==> src/rtl/muon_daq_pkg.sv <==
// Shared DAQ definitions: event saver state encoding, event ID width and the
// default event geometry shared with the downstream event FIFO.
package muon_daq_pkg;

    localparam int EVT_ID_W    = 32;
    localparam int DEF_DATA_W  = 64;
    localparam int DEF_N_WORDS = 16;

    typedef enum logic [2:0] {
        IDLE,
        WAIT_SPACE,
        HEADER,
        PAYLOAD,
        DONE
    } saver_state_t;

endpackage

==> src/rtl/event_saver_hdr_sat_counter.sv <==
// sat_counter: W-bit up counter that sticks at all-ones instead of wrapping.
// Ports:
//   clk   - clock, rising edge
//   rst   - synchronous active-high clear
//   inc   - increment request for this cycle
//   count - current count value
module sat_counter #(
    parameter int W = 16
) (
    input  logic         clk,
    input  logic         rst,
    input  logic         inc,
    output logic [W-1:0] count
);

    always_ff @(posedge clk) begin
        if (rst) begin
            count <= '0;
        end else if (inc && (count != '1)) begin
            count <= count + 1'b1;
        end
    end

endmodule

==> src/rtl/event_saver_hdr.sv <==
// event_saver_hdr: snapshots an N_WORDS x DATA_W event on trigger and writes
// it word by word into a FIFO write port, optionally preceded by a header word
// {event_id, timestamp}. Waits at most FULL_TIMEOUT cycles for FIFO space
// before the first word, then stalls indefinitely per word once started.
// Ports:
//   clk, rst       - clock and synchronous active-high reset
//   trigger        - event trigger level
//   event_i        - flat payload, word k at [k*DATA_W +: DATA_W], word 0 first
//   full_i         - FIFO full flag
//   wr_en_o, din_o - FIFO write port (din_o is 0 when not writing)
//   event_saved    - pulse in the cycle after the last word is written
//   event_dropped  - pulse when an event is discarded on timeout
//   busy_o         - high whenever not idle
//   event_id_o     - ID of the most recently accepted trigger
//   lost_count_o   - triggers seen while busy (saturating)
//   drop_count_o   - events dropped on timeout (saturating)
module event_saver_hdr
    import muon_daq_pkg::*;
#(
    parameter int DATA_W       = DEF_DATA_W,
    parameter int N_WORDS      = DEF_N_WORDS,
    parameter int HEADER_EN    = 1,
    parameter int TS_W         = 32,
    parameter int FULL_TIMEOUT = 1024,
    parameter int CNT_W        = 16
) (
    input  logic                      clk,
    input  logic                      rst,
    input  logic                      trigger,
    input  logic [N_WORDS*DATA_W-1:0] event_i,
    input  logic                      full_i,
    output logic                      wr_en_o,
    output logic [DATA_W-1:0]         din_o,
    output logic                      event_saved,
    output logic                      event_dropped,
    output logic                      busy_o,
    output logic [EVT_ID_W-1:0]       event_id_o,
    output logic [CNT_W-1:0]          lost_count_o,
    output logic [CNT_W-1:0]          drop_count_o
);

    localparam int ID_FW = DATA_W - TS_W;
    localparam int IDX_W = (N_WORDS > 1) ? $clog2(N_WORDS) : 1;
    localparam int TO_W  = (FULL_TIMEOUT > 1) ? $clog2(FULL_TIMEOUT) : 1;
    localparam logic [IDX_W-1:0] LAST_IDX = IDX_W'(N_WORDS - 1);
    localparam logic [TO_W-1:0]  TO_LAST  = TO_W'(FULL_TIMEOUT - 1);

    saver_state_t state, state_next;

    logic [N_WORDS*DATA_W-1:0] snapshot;
    logic [TS_W-1:0]           ts;
    logic [TS_W-1:0]           ts_snap;
    logic [EVT_ID_W-1:0]       event_id;
    logic [IDX_W-1:0]          idx;
    logic [TO_W-1:0]           to_cnt;
    logic                      accept;
    logic [DATA_W-1:0]         header_word;

    // ID field is truncated or zero-extended to whatever room the timestamp leaves.
    assign header_word = {ID_FW'(event_id), ts_snap};
    assign busy_o      = (state != IDLE);
    assign event_id_o  = event_id;

    always_ff @(posedge clk) begin
        if (rst) begin
            state <= IDLE;
        end else begin
            state <= state_next;
        end
    end

    always_comb begin
        state_next    = state;
        accept        = 1'b0;
        wr_en_o       = 1'b0;
        din_o         = '0;
        event_saved   = 1'b0;
        event_dropped = 1'b0;
        case (state)
            IDLE: begin
                if (trigger) begin
                    accept     = 1'b1;
                    state_next = WAIT_SPACE;
                end
            end
            WAIT_SPACE: begin
                if (!full_i) begin
                    state_next = (HEADER_EN != 0) ? HEADER : PAYLOAD;
                end else if (to_cnt == TO_LAST) begin
                    event_dropped = 1'b1;
                    state_next    = IDLE;
                end
            end
            HEADER: begin
                if (!full_i) begin
                    wr_en_o    = 1'b1;
                    din_o      = header_word;
                    state_next = PAYLOAD;
                end
            end
            PAYLOAD: begin
                if (!full_i) begin
                    wr_en_o = 1'b1;
                    din_o   = snapshot[idx*DATA_W +: DATA_W];
                    if (idx == LAST_IDX) begin
                        state_next = DONE;
                    end
                end
            end
            DONE: begin
                event_saved = 1'b1;
                state_next  = IDLE;
            end
            default: state_next = IDLE;
        endcase
    end

    always_ff @(posedge clk) begin
        if (rst) begin
            snapshot <= '0;
            ts       <= '0;
            ts_snap  <= '0;
            event_id <= '0;
            idx      <= '0;
            to_cnt   <= '0;
        end else begin
            ts <= ts + 1'b1;
            if (accept) begin
                snapshot <= event_i;
                ts_snap  <= ts;
                event_id <= event_id + 1'b1;
                idx      <= '0;
                to_cnt   <= '0;
            end
            if ((state == WAIT_SPACE) && full_i && (to_cnt != TO_LAST)) begin
                to_cnt <= to_cnt + 1'b1;
            end
            if ((state == PAYLOAD) && wr_en_o) begin
                idx <= (idx == LAST_IDX) ? '0 : idx + 1'b1;
            end
        end
    end

    sat_counter #(.W(CNT_W)) u_lost_cnt (
        .clk   (clk),
        .rst   (rst),
        .inc   (trigger && (state != IDLE)),
        .count (lost_count_o)
    );

    sat_counter #(.W(CNT_W)) u_drop_cnt (
        .clk   (clk),
        .rst   (rst),
        .inc   (event_dropped),
        .count (drop_count_o)
    );

endmodule

==> config.mk <==
export PLATFORM = sky130hd
export DESIGN_NAME = event_saver_hdr
export DESIGN_NICKNAME = d
export VERILOG_FILES = /design/src/rtl/muon_daq_pkg.sv /design/src/rtl/event_saver_hdr_sat_counter.sv /design/src/rtl/event_saver_hdr.sv
export SDC_FILE = /design/constraint.sdc
export NUM_CORES = 2
export LEC_CHECK = 0
export CORE_AREA = 2 2 448 450
export DETAILED_ROUTE_END_ITERATION = 8
export DIE_AREA = 0 0 450 452
export GPL_TIMING_DRIVEN = 0
export PLACE_DENSITY = 0.48
export SYNTH_ARGS = -nofsm -noshare
export SYNTH_HDL_FRONTEND = slang
export SYNTH_SLANG_ARGS = --single-unit
==> constraint.sdc <==
create_clock -name clk -period 2.1 [get_ports clk]
set_clock_uncertainty 0.1 [all_clocks]
set_input_delay 0.315 -clock clk [delete_from_list [all_inputs] [get_ports clk]]
set_output_delay 0.315 -clock clk [all_outputs]
set_load 0.005 [all_outputs]
# Yosys cells after proc, flatten, opt, wreduce, memory -nomap -nowiden
# Index checks and enable logic that the tools add are counted.
[op_classes] n_addsub=6 n_mul=0 div_mod_pow=0 order_cmp=0 eq_ne=14 n_shift=1 mux=23 bitwise=0 reduce_logical=12
[ops] operator="$shiftx 1024x11->64" count=1
[ops] operator="$mux 64" count=2
[ops] operator="$pmux 64 s2" count=1
[ops] operator="$add 32x1->32 const B" count=2
[ops] operator="$add 16x1->16 const B" count=2
[ops] operator="$ne 16x16->1 const B" count=2
[ops] operator="$mux 10" count=2
[ops] operator="$mux 3" count=6
[ops] operator="$mux 4" count=3
[ops] operator="$pmux 3 s4" count=1
[ops] operator="$add 10x1->10 const B" count=1
[ops] operator="$eq 10x10->1 const B" count=1
[ops] operator="$ne 10x10->1 const B" count=1
[ops] operator="$mux 1" count=8
[ops] operator="$ne 2x2->1 const B" count=4
[ops] operator="$eq 3x2->1 const B" count=2
[ops] operator="$logic_and 1x1->1" count=6
[ops] operator="$reduce_and 5->1" count=1
[ops] operator="$add 4x1->4 const B" count=1
[ops] operator="$eq 4x4->1 const B" count=1
[ops] operator="$reduce_bool 2->1" count=2
[ops] operator="$eq 3x1->1 const B" count=1
[ops] operator="$eq 3x3->1 const B" count=1
[ops] operator="$logic_not 3->1" count=1
[ops] operator="3 further kinds" count=3
[totals] reg_bits=1169 latchBits=0 ramBits=0 romBits=0 inputBits=1028 word_cells=65 mem_count=0

# Logic depth before layout (Yosys ltp)
[depth] depth_word=5 ltp_mapped=9

# Hierarchy
# From an unflattened synthesis, not the netlist that was laid out.
[unflattened] cells_unflattened=5863 area_unflattened_um2=49647.6
[modules_own_cells] module="event_saver_hdr" instances=1 cells_per_inst=5665 area_each_um2=47951.0
[modules_own_cells] module="sat_counter" instances=2 cells_per_inst=99 area_each_um2=848.3

# Worst setup path after synthesis
# No wires, ideal clock.
[synth_path] kind="register -> output" startpoint="reg idx[0]" endpoint="out din_o[1]" t_arrival_ns=1.875 t_required_ns=1.685 setup_slack_ns=-0.190 stages_incl_launch_ff=7 cell_sequence="dfxtp_1 -> clkbuf_1 -> buf_2 -> buf_2 -> mux4_2 -> a22oi_1 -> o211ai_1"
[synth_between] elab_chain_cells=3
[synth_rtl] item="from (decl)" line_no="event_saver_hdr.sv:54" rtl="logic [IDX_W-1:0] idx;"
[synth_rtl] item="from (signal assigned)" line_no="event_saver_hdr.sv:139" rtl="idx <= (idx == LAST_IDX) ? '0 : idx + 1'b1;"
[synth_rtl] item="$shiftx 1024x11->64" line_no="event_saver_hdr.sv:104" rtl="din_o = snapshot[idx*DATA_W +: DATA_W];"
[synth_rtl] item="$mux 64" line_no="event_saver_hdr.sv:102" rtl="if (!full_i) begin"
[synth_rtl] item="$pmux 64 s2" line_no="event_saver_hdr.sv:79" rtl="case (state)"
[synth_rtl] item="to (decl)" line_no="event_saver_hdr.sv:33" rtl="output logic [DATA_W-1:0] din_o,"
# No other way between the ends.

# Worst setup path after layout
[layout_path] startpoint="reg idx[0]" endpoint="out din_o[11]"
# The elaborated chain is that of the path after synthesis.

==> flow_summary.toml <==
[cts]
cts_buffers = 138
clkSinkCount = 1169
clock_root_buffer_master = "clkbuf_16"
insertion_delay_ns = 0.83
cts.path.max_buffers = 3
cts.htree.levels = 4
cts.reportedPaths.clkPinSlew_ns = 0.06
cts_tree = "done"

[sta]
achievable-frequency_mhz = 259
final.min_clock_period_ns = 3.86
setup_ws_ns = -1.76
hold_viol = 0
unrepaired_setup_endpoints_after_global_routing = "yes"
final_max_slew_viols = 0
finalHoldWorstSlack_ns = 0.0219
setup_viol = 794
worst_pin_slew_ns = 1.18
slew_headroom = 0.215
min_period_over_period = 1.84

[critical_path]
cp_num_buf_inv = 4
worst_ep_required_time_ns = 1.68
cp_slowest_stage_delay_ns = 0.65
path_class = "reg2out"
crit_path_max_fanout = 7
timing.critical_path.to_type = "output port"
crit_path_slowest_cell = "mux4_2"
cp_common_cell = "clkbuf_16"
cp_top_family = "buffers and inverters"
cell_chain_of_the_critical_path = "clkbuf_16 -> clkbuf_16 -> buf_16 -> mux4_2 -> a22oi_2 -> o211ai_1 -> buf_4"
kind_of_launch_point_of_the_worst_setup_path = "flip-flop"
timing.critical_path.arrival_ns = 3.44

[routing]
avgRoutedWirePerCell_um = 31.4
vias_per_cell = 5.08
route.vias.total = 54309
detail_route.first_pass.iterations = 6
route.antenna.remaining_nets = 0
drt_drc_violations_left = 0
initialDrtViolationCount = 5165
totalWireLength_um = 336000

[yosys]
syn_avg_cell_area_um2 = 8.46
main_combinational_cell_family_by_area_after_synthesis = "simple AND/OR/NAND/NOR gates"
yosys_register_bits = 1169
mappedNetlistNets = 6850
synth-simple-area-share = 0.202
netlist_instances = 5816
synth_edf_count = 0
synth_compound_area_frac = 0.136
yosys_warnings = 0
distinct_cell_type_count_of_the_synthesized_netlist = 61
synth_adder_area_share = 0.00153
postSynth.asyncResetShare = 0
synth_sequential_area_ratio = 0.476
post_synth_xor_area_fraction = 0.0130
synth_mux_area_frac = 0.131
synthesis.area_um2 = 49200
synth_flop_cell = "dfxtp_1"
synth.area.top_cells = "dfxtp_1 48%, nand2_1 17%, mux4_2 12%"
post_synth_top_area_cell = "dfxtp_1"
yosysTopAreaCellShare = 0.476

[global_route]
grt_overflow = 0
antenna_found_initial = 51
largest_net_degree_at_the_start_of_global_routing = 17
wire_length_of_the_first_global_routing_pass_um = 436000
grt.total_usage = 0.313
number_of_global_route_vias_before_repair = 51978

[worst_hold_path]
hold_path.class = "in2reg"

[run]
number_of_max_cap_violations = 0

[floorplanning]
floorplan.core_area_um2 = 199000
floorplan.die.width_um = 450
floorplan.initialDensity = 0.248
die_span_y_um = 452
floorplan.io_pins = 1160
overall_die_area_um2 = 203000
row_count = 164

[power_and_ir_drop]
power.sequential.fraction = 0.407
power_density_nw_per_um2 = 753
netSwitchingPower_uw = 17900
power.switching_fraction = 0.295
leakage_uw = 0.0298
ir_drop_uv = 866
clock_network_fraction_of_total_power = 0.400
cellInternalPower_uw = 42700
comb_power_share = 0.193

[placement]
dpl.cell_count = 9630
placement.io_buffers = 1158
area_after_dpl_um2 = 64200
place_worst_setup_slack_ns = -2.99
dpl.hpwl_um = 265000
routabilityCongestion = 1.01

[cells_and_area]
n_fill_cell = 20290
num-nets-final = 8934
instances_no_fill = 10694
mostFrequentLayoutCell = "nand2_1"
fin_area_um2 = 80400
final_cell_mix = "2185 x nand2_1, 1121 x dfxtp_1, 1038 x a21oi_1"
synth_to_layout_area_growth_pct = 63.4
drive_gt1_frac = 0.166

[status]
outcome = "finished with violations"
violations = "negative setup slack"
## tightest hold or removal path, cell delays in order
cell,delay (ns)
clkdlybuf4s50_1,0.42
nand2_2,0.11
a21oi_2,0.06
## sequential cells by signal, summed over array words and instances (netlist names)
| signal | cells |
|---|---|
| snapshot | 1024 |
| to_cnt | 10 |
| ts | 32 |
| state | 3 |
| u_drop_cnt.count | 16 |
| event_id_o | 32 |
| idx | 4 |
| u_lost_cnt.count | 16 |
| ts_snap | 32 |
## routing by layer
metal,global-route usage,routed length (µm),up-vias
met5,0,80,-
met4,0.176,22500,12
met3,0.0668,25900,591
met2,0.493,151000,2626
met1,0.396,136000,27081
li1,-,-,23999
## cells by family after synthesis
family,Yosys count
and+or+nand+nor,2501
buffers and inverters,482
xor gates and xnor gates,73
DFF,1169
adders and majority gates,6
AOI/OAI and AO/OA,1262
muxes,323
## cell usage after synthesis (5+ instances only)
library cell / n
buf_2: 143
nor3_1: 24
buf_1: 5
or4_1: 5
a21oi_1: 1084
xnor2_1: 32
ha_1: 6
mux2i_1: 66
and2_1: 7
nor4_1: 14
dfxtp_1: 1169
mux4_2: 256
a22oi_1: 65
nand2_1: 2219
o211ai_1: 67
nor2_1: 94
nand4_1: 33
or3_1: 16
and4_1: 14
nand3_1: 33
and3_1: 13
o21ai_0: 23
inv_1: 10
clkbuf_1: 320
xor2_1: 41
## stage by stage
stage | util | setup TNS, ns | power, µW
final | 0.405 | -150.40 | 60500
after global routing | 0.404 | -204.17 | 62200
after CTS | 0.391 | -167.23 | 59700
after detailed placement | 0.323 | -1797.95 | 34200
after global placement | 0.323 | -1838.64 | 34100
after floorplan | - | -0.556 | 28600
## final timing paths
path                                   start                    endpoint  slack, ns  cells past startpoint
setup / recovery         idx[0]$_SDFFE_PP0P_                   din_o[11]      -1.76                      7
hold / removal                   event_i[39]   snapshot[39]$_SDFFE_PP0P_       0.02                      3
setup reg to reg       state[1]$_SDFFE_PP0P_  snapshot[309]$_SDFFE_PP0P_      -0.21                     11
hold reg to reg   snapshot[443]$_SDFFE_PP0P_  snapshot[443]$_SDFFE_PP0P_       0.35                      2
## layout make-up
class | instances | area (µm²) | area share
repair buffers | 1950 | 19800 | 0.247
inverters | 12 | 46.3 | 0.000576
multi-input cells | 4165 | 25100 | 0.312
clock buffers | 209 | 4070 | 0.0506
diodes | 31 | 77.6 | 0.000965
flip-flops and latches | 1169 | 23500 | 0.292
well taps | 2656 | 3320 | 0.0413
plain buffers | 464 | 4110 | 0.0511
clock inverters | 38 | 370 | 0.00461
## power groups by stage
stage          registers (µW)  clock network, µW  logic, µW
6_report                24600              24200      11700
2_1_floorplan           24700                  0       3980
4_1_cts                 24600              24400      10800
3_5_place_dp            25100                  0       9130
5_1_grt                 24700              25300      12200
3_3_place_gp            25000                  0       9080
## what timing repair did
item                                    4_1_cts  5_1_grt
buffers inserted                             35      112
endpoints found under the setup margin     1284     1247
pin swaps                                    79       70
hold endpoints to repair                    622        3
gates cloned                                  8       17
hold buffers                                621        3
resized for setup                          1049      570
Power figures use the tool's default switching activity.
